--- src/rtl/qdma_target.sv ---
// qdma_target: DMA responder granting the controller bus and running word accesses on a wishbone memory port with NXM timeout (clk_i, rst_ni, cpu_busy_i, dma_* controller side, mem_* memory side, nxm_o/nxm_clr_i, xfer_cnt_o)
module qdma_target #(
  parameter int TIMEOUT = 64
) (
  input  logic        clk_i,
  input  logic        rst_ni,
  input  logic        cpu_busy_i,
  input  logic        dma_req_i,
  output logic        dma_gnt_o,
  input  logic [21:0] dma_adr_i,
  input  logic [15:0] dma_dat_i,
  output logic [15:0] dma_dat_o,
  input  logic        dma_stb_i,
  input  logic        dma_we_i,
  output logic        dma_ack_o,
  output logic [20:0] mem_adr_o,
  output logic [15:0] mem_dat_o,
  input  logic [15:0] mem_dat_i,
  output logic        mem_cyc_o,
  output logic        mem_stb_o,
  output logic        mem_we_o,
  output logic [1:0]  mem_sel_o,
  input  logic        mem_ack_i,
  output logic        nxm_o,
  input  logic        nxm_clr_i,
  output logic [15:0] xfer_cnt_o
);
  typedef enum logic [1:0] {IDLE, GRANT, ACCESS, ACK} state_t;
  state_t state, state_n;
  logic [7:0] tmo;
  logic [20:0] adr_q;
  logic [15:0] dat_q;
  logic we_q;
  logic acc, timeout;
  assign acc = state == ACCESS;
  assign timeout = tmo == 8'(TIMEOUT - 1);
  always_comb begin
    state_n = state;
    dma_gnt_o = state != IDLE;
    dma_ack_o = state == ACK;
    mem_cyc_o = acc;
    mem_stb_o = acc;
    mem_sel_o = {2{acc}};
    mem_we_o = acc & we_q;
    mem_adr_o = adr_q;
    mem_dat_o = dat_q;
    unique case (state)
      IDLE:    state_n = dma_req_i && !cpu_busy_i ? GRANT : IDLE;
      GRANT:   state_n = dma_stb_i ? ACCESS : dma_req_i ? GRANT : IDLE;
      ACCESS:  state_n = mem_ack_i || timeout ? ACK : ACCESS;
      default: state_n = dma_stb_i ? ACK : dma_req_i ? GRANT : IDLE;
    endcase
  end
  always_ff @(posedge clk_i or negedge rst_ni) begin
    if (!rst_ni) begin
      state <= IDLE;
      tmo <= '0;
      adr_q <= '0;
      dat_q <= '0;
      we_q <= 1'b0;
      dma_dat_o <= '0;
      nxm_o <= 1'b0;
      xfer_cnt_o <= '0;
    end else begin
      state <= state_n;
      tmo <= acc ? tmo + 8'd1 : 8'd0;
      if (state == GRANT && dma_stb_i) begin
        adr_q <= dma_adr_i[21:1];
        dat_q <= dma_dat_i;
        we_q <= dma_we_i;
      end
      // a late ack in the final timeout cycle still wins over NXM
      if (acc && (mem_ack_i ? !we_q : timeout))
        dma_dat_o <= mem_ack_i ? mem_dat_i : 16'd0;
      nxm_o <= (acc && timeout && !mem_ack_i) || (nxm_o && !nxm_clr_i);
      if (state == ACK && !dma_stb_i)
        xfer_cnt_o <= xfer_cnt_o + 16'd1;
    end
  end
endmodule

--- config.mk ---
export PLATFORM = sky130hd
export DESIGN_NAME = qdma_target
export DESIGN_NICKNAME = d
export VERILOG_FILES = /design/src/rtl/qdma_target.sv
export SDC_FILE = /design/constraint.sdc
export NUM_CORES = 1
export LEC_CHECK = 0
export ABC_AREA = 1
export CORE_UTILIZATION = 47
export CTS_BUF_LIST = sky130_fd_sc_hd__clkbuf_4 sky130_fd_sc_hd__clkbuf_8 sky130_fd_sc_hd__clkbuf_16
export CTS_CLUSTER_SIZE = 20
export DETAILED_ROUTE_END_ITERATION = 8
export PLACE_DENSITY_LB_ADDON = 0.2
export REMOVE_ABC_BUFFERS = 1
export SLEW_MARGIN = 20
export SYNTH_ARGS = -nofsm -noshare
export SYNTH_HDL_FRONTEND = slang
export SYNTH_SLANG_ARGS = --single-unit
--- constraint.sdc ---
create_clock -name clk_i -period 2.1 [get_ports clk_i]
set_input_delay 0.315 -clock clk_i [delete_from_list [all_inputs] [get_ports clk_i]]
set_output_delay 0.315 -clock clk_i [all_outputs]
set_load 0.1 [all_outputs]
## Word level (Yosys, flattened, before mapping)

Index checks and enable logic that the tools add are counted.

- Bits in registers: 81
- Word-level logic and storage cells: 40
- Output and inout bits: 77

- Bitwise gates (word level): 1
- Equal/unequal tests: 4
- Add/sub/neg operators: 2
- Mux-type cells: 9
- Reduce and logical (&&, ||, !) cells: 16

Operators with widths:

| operator | count |
|---|---|
| 16-bit by 1-bit adder with 16-bit output (second input constant) | 1 |
| 16-bit 2-to-1 mux | 1 |
| 8-bit by 1-bit adder with 8-bit output (second input constant) | 1 |
| 8-bit by 6-bit equality test with 1-bit output (second input constant) | 1 |
| 8-bit 2-to-1 mux | 1 |
| 1-bit logical AND | 7 |
| 2-bit one-hot mux with 3 select lines | 1 |
| 1-bit zero test | 5 |
| 2-bit equality test (second input constant) | 2 |
| 1-bit 2-to-1 mux | 4 |
| 2-bit 2-to-1 mux | 2 |
| 2-bit by 1-bit equality test with 1-bit output (second input constant) | 1 |
| 2-bit zero test | 1 |
| 1-bit logical OR | 2 |
| 2-bit nonzero test | 1 |
| 1-bit bitwise AND | 1 |

## Depth between registers and ports, before layout

- Word-level depth: 4
- Mapped depth: 9
- Mapped depth without buffers: 8

## Worst setup path before layout

No wires, ideal clock.

- Kind: reg-to-output
- From: register we_q
- To: output port mem_we_o
- Data arrival time: 2.014 ns
- Path slack: -0.229 ns
- Stages on the path, launching flop included: 4
- Path through: dfrtp_1 clkinv_1 clkbuf_1 nor2_1

- Cells in the longest elaborated chain, start to end: 1

RTL lines:

| what | RTL line | source |
|---|---|---|
| start: declaration | 33 | `logic we_q;` |
| start signal: assignment | 70 | `we_q <= dma_we_i;` |
| 1-bit bitwise AND | 44 | `mem_we_o = acc & we_q;` |
| end: declaration | 21 | `output logic mem_we_o,` |

No other way between the ends.

## Final worst setup path

- From: register state[0]
- To: output port mem_cyc_o

- Cells in the longest elaborated chain, start to end: 1

RTL lines:

| what | RTL line | source |
|---|---|---|
| start: declaration | 29 | `state_t state, state_n;` |
| start signal: assignment | 65 | `state <= state_n;` |
| 2-bit equality test | 35 | `assign acc = state == ACCESS;` |
| end: declaration | 19 | `output logic mem_cyc_o,` |

No other way between the ends.

==> results <==
## cells by family after synthesis
family / synth area share, %
flip-flops: 58.6
buffers and inverters: 4.95
AND/OR/NAND/NOR: 18.7
XOR/XNOR: 2.78
AO/OA/AOI/OAI: 2.21
multiplexers: 12.0
adder cells (fa/ha/maj): 0.723
## metrics by stage
step / setup TNS [ns] / hold slack [ns] / instances / instance area (um2) / utilization (%)
3_5_place_dp: 0 / 0.320 / 548 / 4820 / 69.4
5_1_grt: 0 / 0.491 / 564 / 5060 / 72.8
6_report: 0 / 0.482 / 564 / 5060 / 72.8
3_3_place_gp: 0 / 0.325 / 548 / 4820 / 69.4
2_1_floorplan: -51.58 / 0.0194 / 309 / 3380 / -
4_1_cts: 0 / 0.474 / 564 / 5060 / 72.8
## routing by layer
metal,vias to the layer above,global-route usage (%)
li1,1354,-
met2,118,36.6
met4,0,10.7
met3,20,8.67
met1,1365,27.3
met5,-,0
## area by class of cell
cell class	count	area [um2]	area share, %
well taps	96	120	2.37
flip-flops and latches	81	2030	40.1
inverters	25	93.8	1.86
clock inverters	6	108	2.13
multi-input cells	203	1270	25.1
repair buffers	144	1320	26.1
clock buffers	9	124	2.45
## flip-flops by register name, summed over array words and instances (netlist names), named ones only
| signal | count |
|---|---|
| tmo | 8 |
| nxm_o | 1 |
| mem_adr_o | 21 |
| we_q | 1 |
| mem_dat_o | 16 |
| xfer_cnt_o | 16 |
| dma_dat_o | 16 |
| state | 1 |
## final timing paths
path	start	endpoint	slack, ns	depth (start not counted)
max	state[0]$_DFF_PN0_	mem_cyc_o	0.17	5
min	rst_ni	xfer_cnt_o[9]$_DFFE_PN0P_	0.48	2
max reg2reg	tmo[0]$_DFF_PN0_	dma_dat_o[9]$_DFFE_PN0P_	0.46	8
min reg2reg	tmo[0]$_DFF_PN0_	tmo[0]$_DFF_PN0_	0.48	1
max in group asynchronous	rst_ni	mem_adr_o[17]$_DFFE_PN0P_	1.01	3
min in group clk_i	tmo[0]$_DFF_PN0_	tmo[0]$_DFF_PN0_	0.48	1
## cells in the final DEF (no fill, tap or decap), types with 3 or more instances in the layout
master,n
sky130_fd_sc_hd__xor2_1,5
sky130_fd_sc_hd__nand3_2,3
sky130_fd_sc_hd__o21ai_0,6
sky130_fd_sc_hd__xnor2_1,6
sky130_fd_sc_hd__clkdlybuf4s50_1,59
sky130_fd_sc_hd__buf_4,77
sky130_fd_sc_hd__clkbuf_8,9
sky130_fd_sc_hd__nand4_1,23
sky130_fd_sc_hd__a21oi_1,5
sky130_fd_sc_hd__nand3_1,24
sky130_fd_sc_hd__mux2_2,33
sky130_fd_sc_hd__nand2_1,55
sky130_fd_sc_hd__inv_1,23
sky130_fd_sc_hd__nand2_2,4
sky130_fd_sc_hd__buf_12,7
sky130_fd_sc_hd__nor2_1,28
sky130_fd_sc_hd__mux2_1,4
sky130_fd_sc_hd__dfrtp_1,81
sky130_fd_sc_hd__bufinv_16,3
## what timing repair did
item | in CTS | in global routing
hold endpoints to repair | 37 | 0
endpoints found under the setup margin | 0 | 0
hold buffers | 1 | 0
==> run summary <==
In the final routing, the length of wire on met1 measures 3250 um. The starting utilization of the core area is 49.8%. By area the synthesized netlist is led by sky130_fd_sc_hd__dfrtp_1, sky130_fd_sc_hd__mux2_2, sky130_fd_sc_hd__nand2_1.

The family with the most delay on the worst path is buffers and inverters. Sorting the synthesized cells by how often they occur yields sky130_fd_sc_hd__dfrtp_1, sky130_fd_sc_hd__nand2_1, sky130_fd_sc_hd__mux2_2. The tools report the number of vias after detailed routing as 2857. The detailed router used layers up to and including met4.

The overall die height came out at 87.8 um. The tightest min-delay check is of the input port to async pin type. Buffers placed on the I/O ports in this run total 137. Of all flip-flops after synthesis, the portion carrying an async set or reset was 100%.

The layout has 510 filler cells. After technology mapping, the gate count stands at 323. At the later pin of the worst-skew pair, clock insertion delay measures 0.33 ns.

The actual slew at the worst max-slew pin is 0.500 ns. The global-route congestion overflow total was 0. Amount of wire on met3 after detailed routing: 739 um.

The tools report the number of resized instances in the post-cts repair step as 0. The tools report the pre-CTS worst setup slack as 0.356 ns. The share of the synthesized area in the top cell type came out at 58.6%. The logs give 0 for the final setup violation count and 0.00771 mm2 for the die area.

In the global route stage, overall resource usage came out at 22.9%. In this run, distinct cell masters in the synthesized netlist total 24. In the post-route analysis, the smallest setup slack over all paths is 0.169 ns. The flow ran to the end, and the final reports show no timing, DRC or antenna violations.

TritonCTS built the clock tree. Core box area: 0.00694 mm2. The category of the critical setup timing path is flop to output pin. Subtracting the final worst setup slack from the clock period gives 1.93 ns. The wire length of the first global-routing pass came out at 13400 um. Cell with the most instances after synthesis: sky130_fd_sc_hd__dfrtp_1. The first detailed-routing pass ran for 4 iterations. For this run, the number of Yosys warnings is 0. The stage delay of the slowest cell on the critical path was 0.44 ns.

Among all stages on the critical path, the largest delay is contributed by sky130_fd_sc_hd__dfrtp_1. The maximum root-to-sink buffer count is 2, and the proportion of synthesized chip area in sequential cells is 58.6%. The logs give 0 for the max-slew violation count and 139 for the number of top-level design ports.

At the worst endpoint, the required time is 1.78 ns. Initial antenna violation count: 0. The tool flagged a number of max-cap violations equal to 0.

The root buffer cell was sky130_fd_sc_hd__clkbuf_8. Counting both buffers and inverters, the worst setup path holds a total of 4. Final hold violation count: 0.

The worst setup path is captured at an output pin. The buffer count from post-CTS setup fixing was 0; the worst clock skew was 0.00462 ns. Number of design rule violations left after detail routing: 0. The level count of the clock H-tree is 3.

Once detail routing completed, the nets flagged for antenna violations numbered 0. The detailed router finished its first iteration with 193 violations. After detailed routing, the met2 layer carries 4080 um of wire.

For the total wire length, the log shows 8260 um. For the number of sinks on the clock net, the log shows 81. The dominant cell type by area after synthesis is sky130_fd_sc_hd__dfrtp_1. Final-stage net count: 528.

Setup repair after global routing left no endpoint under its margin. The congestion estimate from routability-driven global placement came to 0.793. Entering global routing, the biggest net connects 45 pins.

The count of state elements after synthesis was 81; the fraction of final layout cells sized beyond drive strength 1 was 30.3%. Based on the critical path, the design can be clocked at up to 518 MHz. Largest fanout on the critical path: 7. For the number of buffers inserted during clock tree synthesis, the log shows 9. The share of the clock period used by the worst path came out at 91.9%. For the detailed placement HPWL, the log shows 6000 um.

Walking the worst path, the cells encountered are inv_2, nand2_2, inv_1, buf_4, buf_12. Among all flip-flop cells after synthesis, the most frequent one is sky130_fd_sc_hd__dfrtp_1. The floorplan has 30 rows. Counting flops with a built-in enable in the synthesized netlist gives 0. The layout overhead on the synthesized area came out at 46.2%.

In the routed layout, each cell is associated on average with a via count of 5.07. Headroom to the max-slew limit came out at 66.7%. The post-detailed-route wirelength per cell works out to 14.6 um.

STA classifies the critical path startpoint as a flop. The register clock-pin slew on the reported worst setup and hold paths was 0.08 ns; the area of the mapped netlist was 0.00346 mm2. The per-instance average area after synthesis works out to 10.7 um2.

For the critical path arrival, the log shows 1.62 ns. For the via count of the first global-routing pass, the log shows 2937. Measured along the x axis, the die boundary spans 87.8 um.

The tools report the number of antenna diodes as 0.
Power of run 1 is left out: the tool's default activity adds up to more than one toggle a clock period on the data nets, which glitch-free logic cannot reach.
